[config.mk]
export PLATFORM = sky130hd
export DESIGN_NAME = tinyalu_cmd_sequencer
export DESIGN_NICKNAME = d
export VERILOG_FILES = /design/src/rtl/tinyalu_pkg.sv /design/src/rtl/tinyalu_cmd_fifo.sv /design/src/rtl/tinyalu_cmd_sequencer.sv
export SDC_FILE = /design/constraint.sdc
export NUM_CORES = 1
export LEC_CHECK = 0
export ABC_CLOCK_PERIOD_IN_PS = 3360
export BUFFER_PORTS_ARGS = -buffer_cell sky130_fd_sc_hd__buf_4
export CAP_MARGIN = 15
export CORE_MARGIN = 2
export CORE_UTILIZATION = 35
export CTS_CLUSTER_SIZE = 8
export DETAILED_ROUTE_END_ITERATION = 16
export GPL_TIMING_DRIVEN = 0
export SLEW_MARGIN = 20
export SYNTH_ARGS = -nofsm -noshare
export SYNTH_HDL_FRONTEND = slang
export SYNTH_SLANG_ARGS = --single-unit
[constraint.sdc]
create_clock -name clk -period 3.36 [get_ports clk]
set_input_delay 0.336 -clock clk [delete_from_list [all_inputs] [get_ports clk]]
set_output_delay 0.336 -clock clk [all_outputs]
set_load 0.01 [all_outputs]
[src/rtl/tinyalu_pkg.sv]
// rtl/tinyalu_pkg.sv - shared types and constants for the TinyALU command sequencer
package tinyalu_pkg;

   typedef enum logic [2:0] {
      NO_OP  = 3'b000,
      ADD_OP = 3'b001,
      AND_OP = 3'b010,
      XOR_OP = 3'b011,
      MUL_OP = 3'b100,
      RST_OP = 3'b111
   } operation_t;

   typedef enum logic [1:0] {
      ST_OK      = 2'b00,
      ST_TIMEOUT = 2'b01,
      ST_ILLEGAL = 2'b10
   } status_t;

   typedef enum logic [2:0] {
      S_IDLE,
      S_RUN,
      S_NOP,
      S_RST1,
      S_RST2,
      S_RESP
   } seq_state_t;

   typedef struct packed {
      logic [7:0] a;
      logic [7:0] b;
      logic [2:0] op;
   } cmd_entry_s;

   // One bit per 3-bit op code; set bits are encodings the ALU does not implement.
   localparam logic [7:0] ILLEGAL_OPS = 8'b0110_0000;

   function automatic logic is_illegal_op(input logic [2:0] op);
      return ILLEGAL_OPS[op];
   endfunction

endpackage

[src/rtl/tinyalu_cmd_fifo.sv]
// rtl/tinyalu_cmd_fifo.sv - synchronous command FIFO with full/empty/count
module tinyalu_cmd_fifo
   import tinyalu_pkg::*;
#(
   parameter int DEPTH = 4
) (
   input  logic                     clk,
   input  logic                     reset,
   input  logic                     i_push,
   input  cmd_entry_s               i_data,
   input  logic                     i_pop,
   output cmd_entry_s               o_head,
   output logic                     o_full,
   output logic                     o_empty,
   output logic [$clog2(DEPTH):0]   o_count
);

   localparam int AW = $clog2(DEPTH);

   cmd_entry_s        r_mem [DEPTH];
   logic [AW-1:0]     r_wr_ptr;
   logic [AW-1:0]     r_rd_ptr;
   logic [AW:0]       r_count;
   logic              w_push;
   logic              w_pop;

   // No pop bypass when full: a full FIFO refuses even if a pop happens this cycle.
   assign w_push  = i_push && !o_full;
   assign w_pop   = i_pop && !o_empty;
   assign o_full  = (r_count == (AW+1)'(DEPTH));
   assign o_empty = (r_count == '0);
   assign o_count = r_count;
   assign o_head  = r_mem[r_rd_ptr];

   always_ff @(posedge clk) begin
      if (w_push) begin
         r_mem[r_wr_ptr] <= i_data;
      end
   end

   always_ff @(posedge clk) begin
      if (reset) begin
         r_wr_ptr <= '0;
         r_rd_ptr <= '0;
         r_count  <= '0;
      end else begin
         if (w_push) begin
            r_wr_ptr <= r_wr_ptr + 1'b1;
         end
         if (w_pop) begin
            r_rd_ptr <= r_rd_ptr + 1'b1;
         end
         case ({w_push, w_pop})
            2'b10:   r_count <= r_count + 1'b1;
            2'b01:   r_count <= r_count - 1'b1;
            default: r_count <= r_count;
         endcase
      end
   end

endmodule

[src/rtl/tinyalu_cmd_sequencer.sv]
// rtl/tinyalu_cmd_sequencer.sv - queues ALU commands and drives the TinyALU start/done handshake
module tinyalu_cmd_sequencer
   import tinyalu_pkg::*;
#(
   parameter int FIFO_DEPTH = 4,
   parameter int MAX_WAIT   = 31
) (
   input  logic        clk,
   input  logic        reset,
   input  logic        cmd_valid,
   output logic        cmd_ready,
   input  logic [7:0]  cmd_a,
   input  logic [7:0]  cmd_b,
   input  logic [2:0]  cmd_op,
   output logic [7:0]  alu_a,
   output logic [7:0]  alu_b,
   output logic [2:0]  alu_op,
   output logic        alu_start,
   output logic        alu_reset_n,
   input  logic        alu_done,
   input  logic [15:0] alu_result,
   output logic        rsp_valid,
   input  logic        rsp_ready,
   output logic [15:0] rsp_result,
   output logic [2:0]  rsp_op,
   output logic [1:0]  rsp_status,
   output logic        busy
);

   localparam int CW = $clog2(MAX_WAIT + 1);

   seq_state_t   r_state,       w_state_nxt;
   logic [CW-1:0] r_cnt,        w_cnt_nxt;
   logic         r_alu_start,   w_alu_start_nxt;
   logic         r_alu_reset_n, w_alu_reset_n_nxt;
   logic [7:0]   r_alu_a,       w_alu_a_nxt;
   logic [7:0]   r_alu_b,       w_alu_b_nxt;
   logic [2:0]   r_alu_op,      w_alu_op_nxt;
   logic         r_rsp_valid,   w_rsp_valid_nxt;
   logic [15:0]  r_rsp_result,  w_rsp_result_nxt;
   logic [2:0]   r_rsp_op,      w_rsp_op_nxt;
   status_t      r_rsp_status,  w_rsp_status_nxt;

   cmd_entry_s   w_cmd;
   cmd_entry_s   w_head;
   logic         w_full;
   logic         w_empty;
   logic         w_pop;
   logic [$clog2(FIFO_DEPTH):0] w_count;

   assign w_cmd = '{a: cmd_a, b: cmd_b, op: cmd_op};

   tinyalu_cmd_fifo #(.DEPTH(FIFO_DEPTH)) u_fifo (
      .clk     (clk),
      .reset   (reset),
      .i_push  (cmd_valid),
      .i_data  (w_cmd),
      .i_pop   (w_pop),
      .o_head  (w_head),
      .o_full  (w_full),
      .o_empty (w_empty),
      .o_count (w_count)
   );

   always_comb begin
      w_state_nxt       = r_state;
      w_pop             = 1'b0;
      w_cnt_nxt         = r_cnt;
      w_alu_start_nxt   = r_alu_start;
      w_alu_reset_n_nxt = r_alu_reset_n;
      w_alu_a_nxt       = r_alu_a;
      w_alu_b_nxt       = r_alu_b;
      w_alu_op_nxt      = r_alu_op;
      w_rsp_valid_nxt   = r_rsp_valid;
      w_rsp_result_nxt  = r_rsp_result;
      w_rsp_op_nxt      = r_rsp_op;
      w_rsp_status_nxt  = r_rsp_status;
      case (r_state)
         S_IDLE: begin
            if (!w_empty) begin
               w_pop        = 1'b1;
               w_alu_a_nxt  = w_head.a;
               w_alu_b_nxt  = w_head.b;
               w_alu_op_nxt = w_head.op;
               w_cnt_nxt    = '0;
               if (is_illegal_op(w_head.op)) begin
                  w_rsp_valid_nxt  = 1'b1;
                  w_rsp_result_nxt = '0;
                  w_rsp_op_nxt     = w_head.op;
                  w_rsp_status_nxt = ST_ILLEGAL;
                  w_state_nxt      = S_RESP;
               end else if (w_head.op == NO_OP) begin
                  w_alu_start_nxt = 1'b1;
                  w_state_nxt     = S_NOP;
               end else if (w_head.op == RST_OP) begin
                  w_alu_start_nxt   = 1'b0;
                  w_alu_reset_n_nxt = 1'b0;
                  w_state_nxt       = S_RST1;
               end else begin
                  w_alu_start_nxt = 1'b1;
                  w_state_nxt     = S_RUN;
               end
            end
         end
         S_RUN: begin
            // The counter value MAX_WAIT-1 marks the last start-high cycle, so
            // done arriving in that cycle still wins over the timeout.
            w_cnt_nxt = r_cnt + 1'b1;
            if (alu_done) begin
               w_alu_start_nxt  = 1'b0;
               w_rsp_valid_nxt  = 1'b1;
               w_rsp_result_nxt = alu_result;
               w_rsp_op_nxt     = r_alu_op;
               w_rsp_status_nxt = ST_OK;
               w_state_nxt      = S_RESP;
            end else if (r_cnt == CW'(MAX_WAIT - 1)) begin
               w_alu_start_nxt  = 1'b0;
               w_rsp_valid_nxt  = 1'b1;
               w_rsp_result_nxt = '0;
               w_rsp_op_nxt     = r_alu_op;
               w_rsp_status_nxt = ST_TIMEOUT;
               w_state_nxt      = S_RESP;
            end
         end
         S_NOP: begin
            w_alu_start_nxt = 1'b0;
            w_state_nxt     = S_IDLE;
         end
         S_RST1: begin
            w_state_nxt = S_RST2;
         end
         S_RST2: begin
            w_alu_reset_n_nxt = 1'b1;
            w_state_nxt       = S_IDLE;
         end
         S_RESP: begin
            if (rsp_ready) begin
               w_rsp_valid_nxt = 1'b0;
               w_state_nxt     = S_IDLE;
            end
         end
         default: begin
            w_state_nxt = S_IDLE;
         end
      endcase
   end

   always_ff @(posedge clk) begin
      if (reset) begin
         r_state       <= S_IDLE;
         r_cnt         <= '0;
         r_alu_start   <= 1'b0;
         r_alu_reset_n <= 1'b1;
         r_alu_a       <= '0;
         r_alu_b       <= '0;
         r_alu_op      <= '0;
         r_rsp_valid   <= 1'b0;
         r_rsp_result  <= '0;
         r_rsp_op      <= '0;
         r_rsp_status  <= ST_OK;
      end else begin
         r_state       <= w_state_nxt;
         r_cnt         <= w_cnt_nxt;
         r_alu_start   <= w_alu_start_nxt;
         r_alu_reset_n <= w_alu_reset_n_nxt;
         r_alu_a       <= w_alu_a_nxt;
         r_alu_b       <= w_alu_b_nxt;
         r_alu_op      <= w_alu_op_nxt;
         r_rsp_valid   <= w_rsp_valid_nxt;
         r_rsp_result  <= w_rsp_result_nxt;
         r_rsp_op      <= w_rsp_op_nxt;
         r_rsp_status  <= w_rsp_status_nxt;
      end
   end

   // The ALU is held in reset combinationally for as long as our own reset is high.
   assign alu_reset_n = !reset && r_alu_reset_n;
   assign alu_start   = r_alu_start;
   assign alu_a       = r_alu_a;
   assign alu_b       = r_alu_b;
   assign alu_op      = r_alu_op;
   assign cmd_ready   = !w_full;
   assign rsp_valid   = r_rsp_valid;
   assign rsp_result  = r_rsp_result;
   assign rsp_op      = r_rsp_op;
   assign rsp_status  = r_rsp_status;
   assign busy        = (r_state != S_IDLE) || (w_count != '0);

endmodule

### Yosys cells after proc, flatten, opt, wreduce, memory -nomap -nowiden

Memories as Yosys holds them, arrays and structs flattened. A register that Yosys moved wholly into a read port is not among the register bits.
Cells that the tools add are included.
W data, S select, Z words.

* muxes and demuxes: 51
* magnitude comparators: 1
* $add $sub $neg: 5
* reduce and logical (&&, ||, !) cells: 24
* eq/ne operators: 17
* bitwise operators: 1

Operators by type and width (count)
* $mux W16: 4
* $pmux W16 S2: 1
* $mux W3: 9
* $mux W1: 20
* $mux W2: 8
* $eq A3 B3 Y1 const B: 4
* $ne A2 B2 Y1 const B: 6
* $pmux W3 S2: 2
* $pmux W3 S4: 1
* $reduce_bool A3 Y1: 4
* $pmux W5 S2: 1
* $reduce_and A5 Y1: 2
* $logic_not A3 Y1: 3
* $reduce_and A4 Y1: 2
* $eq A3 B2 Y1 const B: 2
* $pmux W1 S3: 2
* $reduce_bool A2 Y1: 3
* $add A5 B1 Y5 const B: 1
* $eq A5 B5 Y1 const B: 1
* $mux W5: 1
* $add A2 B1 Y2 const B: 2
* $lt A3 B4 Y1 const B: 1
* $pmux W2 S2: 1
* $reduce_and A2 Y1: 2
* 12 further kinds: 16

* memory bits (read-only): 8
* memories kept: 2
* bits in registers: 58
* bits in writable memories: 76
* word-level logic and storage cells: 115

Memories
* u_fifo.r_mem: words 4, bits a word 19, rd ports 1, clocked after Yosys merged registers in 1, write ports 1, RTL line tinyalu_cmd_fifo.sv:20 `cmd_entry_s r_mem [DEPTH];`
* (name not given): words 8, bits a word 1, rd ports 1, clocked after Yosys merged registers in 0, write ports 0, RTL line tinyalu_pkg.sv:38 `return ILLEGAL_OPS[op];`

### Depth between registers and ports, before layout

* word-level depth: 6
* mapped depth: 11
* depth with buffers taken out: 9

### Modules after synthesis

A second synthesis with hierarchy kept.

* cells, all modules: 379
* area total of the unflattened synthesis: 5316.3 µm²

Modules (own cells, without submodules)
* tinyalu_cmd_fifo: area each 3260.6 µm², times used 1, sequential area each 2462.4 µm², cells an instance 153
* tinyalu_cmd_sequencer: area each 2055.7 µm², times used 1, sequential area each 1021.0 µm², cells an instance 226

### Worst setup path before layout

OpenSTA, ideal clock, no wires.

* path kind: flip-flop to flip-flop
* start point: reg r_state[2]
* end point: reg u_fifo.r_count[2] (netlist: u_fifo.o_count[2])
* buffers on the path: 2
* stages on the path, launching flop included: 12
* period minus slack after synthesis: 2.509 ns
* arrival: 2.438 ns
* required time: 3.289 ns
* slack: 0.851 ns
* cell sequence: dfxtp_1 -> buf_2 -> nor3_1 -> nand2_1 -> inv_1 -> buf_2 -> ha_1 -> inv_1 -> fa_1 -> xor2_1 -> or3_1 -> a21oi_1

* cells in the longest elaborated chain, start to end: 5
* elaborated cells on any way between the ends: 7

Ends and longest elaborated chain
* start, declared: RTL line tinyalu_cmd_sequencer.sv:32 `seq_state_t r_state, w_state_nxt;`
* start signal, assigned: RTL line tinyalu_cmd_sequencer.sv:162 `r_state <= w_state_nxt;`
* $logic_not A3 Y1 (*): RTL line tinyalu_cmd_sequencer.sv:78 `case (r_state)`
* $mux W1 (*): RTL line tinyalu_cmd_sequencer.sv:78
* net u_fifo.i_pop: RTL line tinyalu_cmd_fifo.sv:11 `input logic i_pop,`
* $logic_and A1 B1 Y1 (*): RTL line tinyalu_cmd_fifo.sv:29 `assign w_pop = i_pop && !o_empty;`
* $eq A2 B1 Y1 / $eq A2 B2 Y1 (equally long branches): RTL line tinyalu_cmd_fifo.sv:53 `case ({w_push, w_pop})`
* $pmux W3 S2 / $reduce_bool A2 Y1 (equally long branches)
* end signal, assigned: RTL line tinyalu_cmd_fifo.sv:54 `2'b10: r_count <= r_count + 1'b1;`
* end signal, assigned: RTL line tinyalu_cmd_fifo.sv:55 `2'b01: r_count <= r_count - 1'b1;`
* end signal, assigned: RTL line tinyalu_cmd_fifo.sv:56 `default: r_count <= r_count;`
* end, declared: RTL line tinyalu_cmd_fifo.sv:23 `logic [AW:0] r_count;`

Mark *: on every way through the listed nets, which the timed path passes. The rest lies on a longest branch.
A chain may end at the register's enable or synchronous reset.

### Worst setup path in the final report

Same ends and word-level chain as after synthesis.

==> results.md <==
- Status: completed
- Final Slew Violations: 0
- Post-Syn Area: 0.00523 mm2
- Vias: 3276
- PD cells: around 900 mW/mm2
- Headroom to the max-slew limit: between 20 and 30%
- Gpl congestion: between 0.7 and 0.8
- Net Count, Synth: 422
- # Max-Cap Violations: 0
- Port Buffers: a little over 80
- Largest net degree at the start of global routing: 20
- Ys async rst share: 0%
- Maximum clock path buffer count: 2
- Final hold vios: 0
- Simple-Gate Fraction of Synth Area: about 8.5%
- Antenna-violating nets left: 0
- Combinational power share: 31.8%
- Crit Path Max Fanout: 10
- Die height: 126 um
- All-Layer GR Usage: 14.5%
- Global-route wire length before repair: between 15 and 20 mm
- Filler instances: 1311
- Largest family of logic cells by synthesized area: multiplexers
- Post-Layout Cell Count: 671
- Core Footprint: 0.0146 mm2
- Drt drc: 0
- # clock sinks: 136
- Synth area leader: edfxtp_1
- Unrepaired setup endpoints after global routing: no
- Internal power: 4090 uW
- Average instance area after synthesis: 14.1 um2
- Reg power frac: 37.4%
- Final period util: 90.8%
- Sw Ratio: between 30% and 40%
- Worst VDD drop: 0.439 mV
- Initial antenna violation count: 0
- Fraction of synthesized area in multiplexers: 9.38%
- Cts repair resizes: 0
- Nets: 524
- Tmin final: 3.05 ns
- Placed cell count: 639
- Number of synthesized register bits: 136
- Cell count along the critical path: 11
- Routed vias/inst: 4.88
- Slowest CP cell: nor3_1
- Data arrival, critical path: 3.39 ns
- Drt first-iter violations: around 190
- Worst setup path endpoint: u_fifo.o_count[2]
- Synth top area cells: edfxtp_1 44%, dfxtp_1 23%, mux4_2 5.6%, nand2_1 3.5%, a21oi_1 3.3%
- EDFF count, synth: 76
- Fmax: 328 MHz
- CP Class: reg -> reg
- Die W: 126 um
- Starting density of the core: 35.8%
- Reg2reg setup slack: 0.31 ns
- RR Startpoint: r_state[2]
- Num CTS Buffers: 17
- CP max stage delay: 0.42 ns
- Setup_tns: 0 ns
- Via count of the first global-routing pass: 3352
- Leak: 0.00252 uW
- GRT Residual Overflow: 0
- Least-Margin Pin Slew: 1.05 ns
- Min-Delay Path Class: in -> reg
- Layout cell share with drive strength beyond 1: 30.8%
- Sw power: 1930 uW
- CP Launch Type: flip-flop
- Synth Area in Adders: 2.54%
- Post-synthesis xor/xnor area fraction: 1.00%
- Compound-Gate Fraction of Synth Area: 9.35%
- CP Capture Type: flip-flop
- Synth top area share: a little over two fifths
- CTS tree: yes
- FF-to-FF End: u_fifo.o_count[2]
- Drt first pass iters: 4
- Synth unique cells: 44
- CP cell instances: buf_2, nor3_1, nand2_1, inv_1, buf_2, ha_1, inv_1, fa_1, xor2_1, or3_1, a21oi_1
- H-Tree Depth: 4
- Count leader, synth: edfxtp_1
- Dpl ws: 0.289 ns
- PnR worst setup slack: 0.309 ns
- Cts hold-fix bufs: 0
- Row Count: 44
- Final setup fails: 0
- Critical path's top delay family: simple AND/OR/NAND/NOR gates
- Clk pwr share: 30.8%
- Synth Flop Type: edfxtp_1
- CP Launch Point: r_state[2]
- R2R depth: 11
- Clock-pin transition on the worst setup and hold timing paths: 0.06 ns
- Top-Level Pins: 85
- Post-synth top cells: 76 x edfxtp_1, 60 x dfxtp_1, 49 x nand2_1
- Layout Skew: 0.00810 ns
- Yosys warns: 0
- Critical path buffers and inverters: 4
- Clock latency on the worst-skew pair: between 0.4 and 0.5 ns
- Die area: 0.0159 mm2
- Post-DP HPWL: 7.17 mm
- N_diodes: 0
- Required @ worst endpoint: between 3 and 4 ns
- Post-synthesis sequential area ratio: roughly 67%
- Final Power: 6010 uW
- Root buffer cell: clkbuf_16
- Post-synthesis instance total: 372
- Drt total wl: 11.0 mm
- Average wire per standard cell: 16.4 um
- Layout area overhead: 27.7%
- Setup repair bufs after CTS: 0
==> stage by stage <==
stage	util, %	hold slack [ns]	area [um2]
2_1_floorplan	-	0.431	5230
3_3_place_gp	41.7	0.447	6080
3_5_place_dp	41.7	0.448	6080
4_1_cts	45.8	0.101	6680
5_1_grt	45.8	0.0972	6680
6_report	45.8	0.117	6680
==> flip-flops by register name, indices dropped and copies added (netlist names), named ones only <==
name             cells
u_fifo.r_rd_ptr      2
r_alu_reset_n        1
alu_op               3
r_cnt                5
u_fifo.r_wr_ptr      2
rsp_result          16
rsp_op               3
alu_b                8
r_state              3
rsp_valid            1
u_fifo.o_count       3
rsp_status           2
alu_a                8
u_fifo.r_mem        76
alu_start            1
==> layer usage <==
| layer | vias to the layer above | global-route usage [%] | wire length (um) |
|---|---|---|---|
| li1 | 1591 | - | - |
| met1 | 1577 | 18.5 | 4910 |
| met2 | 99 | 23.0 | 5270 |
| met3 | 9 | 5.86 | 733 |
| met4 | 0 | 4.14 | 78 |
| met5 | - | 0 | 0 |
==> final cells by class <==
class	count	area (um2)	area share [%]
Buffer	19	93.8	1.41
Clock buffer	21	440	6.60
Clock inverter	11	150	2.25
Inverter	12	45.0	0.675
Multi-Input combinational cell	205	1610	24.1
Sequential cell	136	3480	52.2
Tap cell	184	230	3.45
Timing Repair Buffer	83	623	9.33
==> placed cells by master (no fill, tap or decap), types with 6 or more instances in the layout <==
cell type / n
mux4_1: 6
mux4_2: 13
buf_4: 83
a21oi_1: 35
buf_2: 6
inv_1: 12
nand2_1: 49
a22o_1: 6
clkbuf_16: 17
a22o_2: 10
clkbuf_1: 14
nor2_1: 14
dfxtp_1: 60
edfxtp_1: 76
ha_1: 9
==> worst register-to-register path, delay by kind of cell, from the launching register on <==
family / cells / cell delay [ns]
fa+ha+maj: 2 / 0.62
simple gates: 3 / 1.01
flops: 1 / 0.29
compound gates: 1 / 0.14
xor+xnor: 1 / 0.16
buf+inv: 4 / 0.78
==> power groups by stage <==
stage / Sequential (uW) / Combinational, uW / Clock [uW]
floorplan: 2320 / 1190 / 0
global placement: 2270 / 1900 / 0
detailed placement: 2280 / 1930 / 0
CTS: 2250 / 1940 / 1890
global route: 2280 / 2120 / 1980
finish: 2250 / 1910 / 1850
==> kinds of logic (layout without fill, tap and decap cells) <==
kind of cell | Yosys count | after routing
buf+inv | 31 | 146
mux | 23 | 23
xor+xnor | 6 | 6
simple gates | 95 | 95
flops | 136 | 136
compound gates | 71 | 71
fa+ha+maj | 10 | 10
==> worst min-delay path by stage <==
stage          cells after the start            endpoint  slack (ns)           from
3_5_place_dp                       2            alu_b[6]        0.45       alu_b[6]
5_1_grt                            1  u_fifo.r_mem[1][3]         0.1       cmd_b[0]
2_1_floorplan                      2       r_alu_reset_n        0.43  r_alu_reset_n
6_report                           1  u_fifo.r_mem[3][5]        0.12       cmd_b[2]
3_3_place_gp                       2            alu_a[4]        0.45       alu_a[4]
4_1_cts                            1  u_fifo.r_mem[3][5]        0.10       cmd_b[2]
Note: power is estimated with default switching activity, not from simulation.
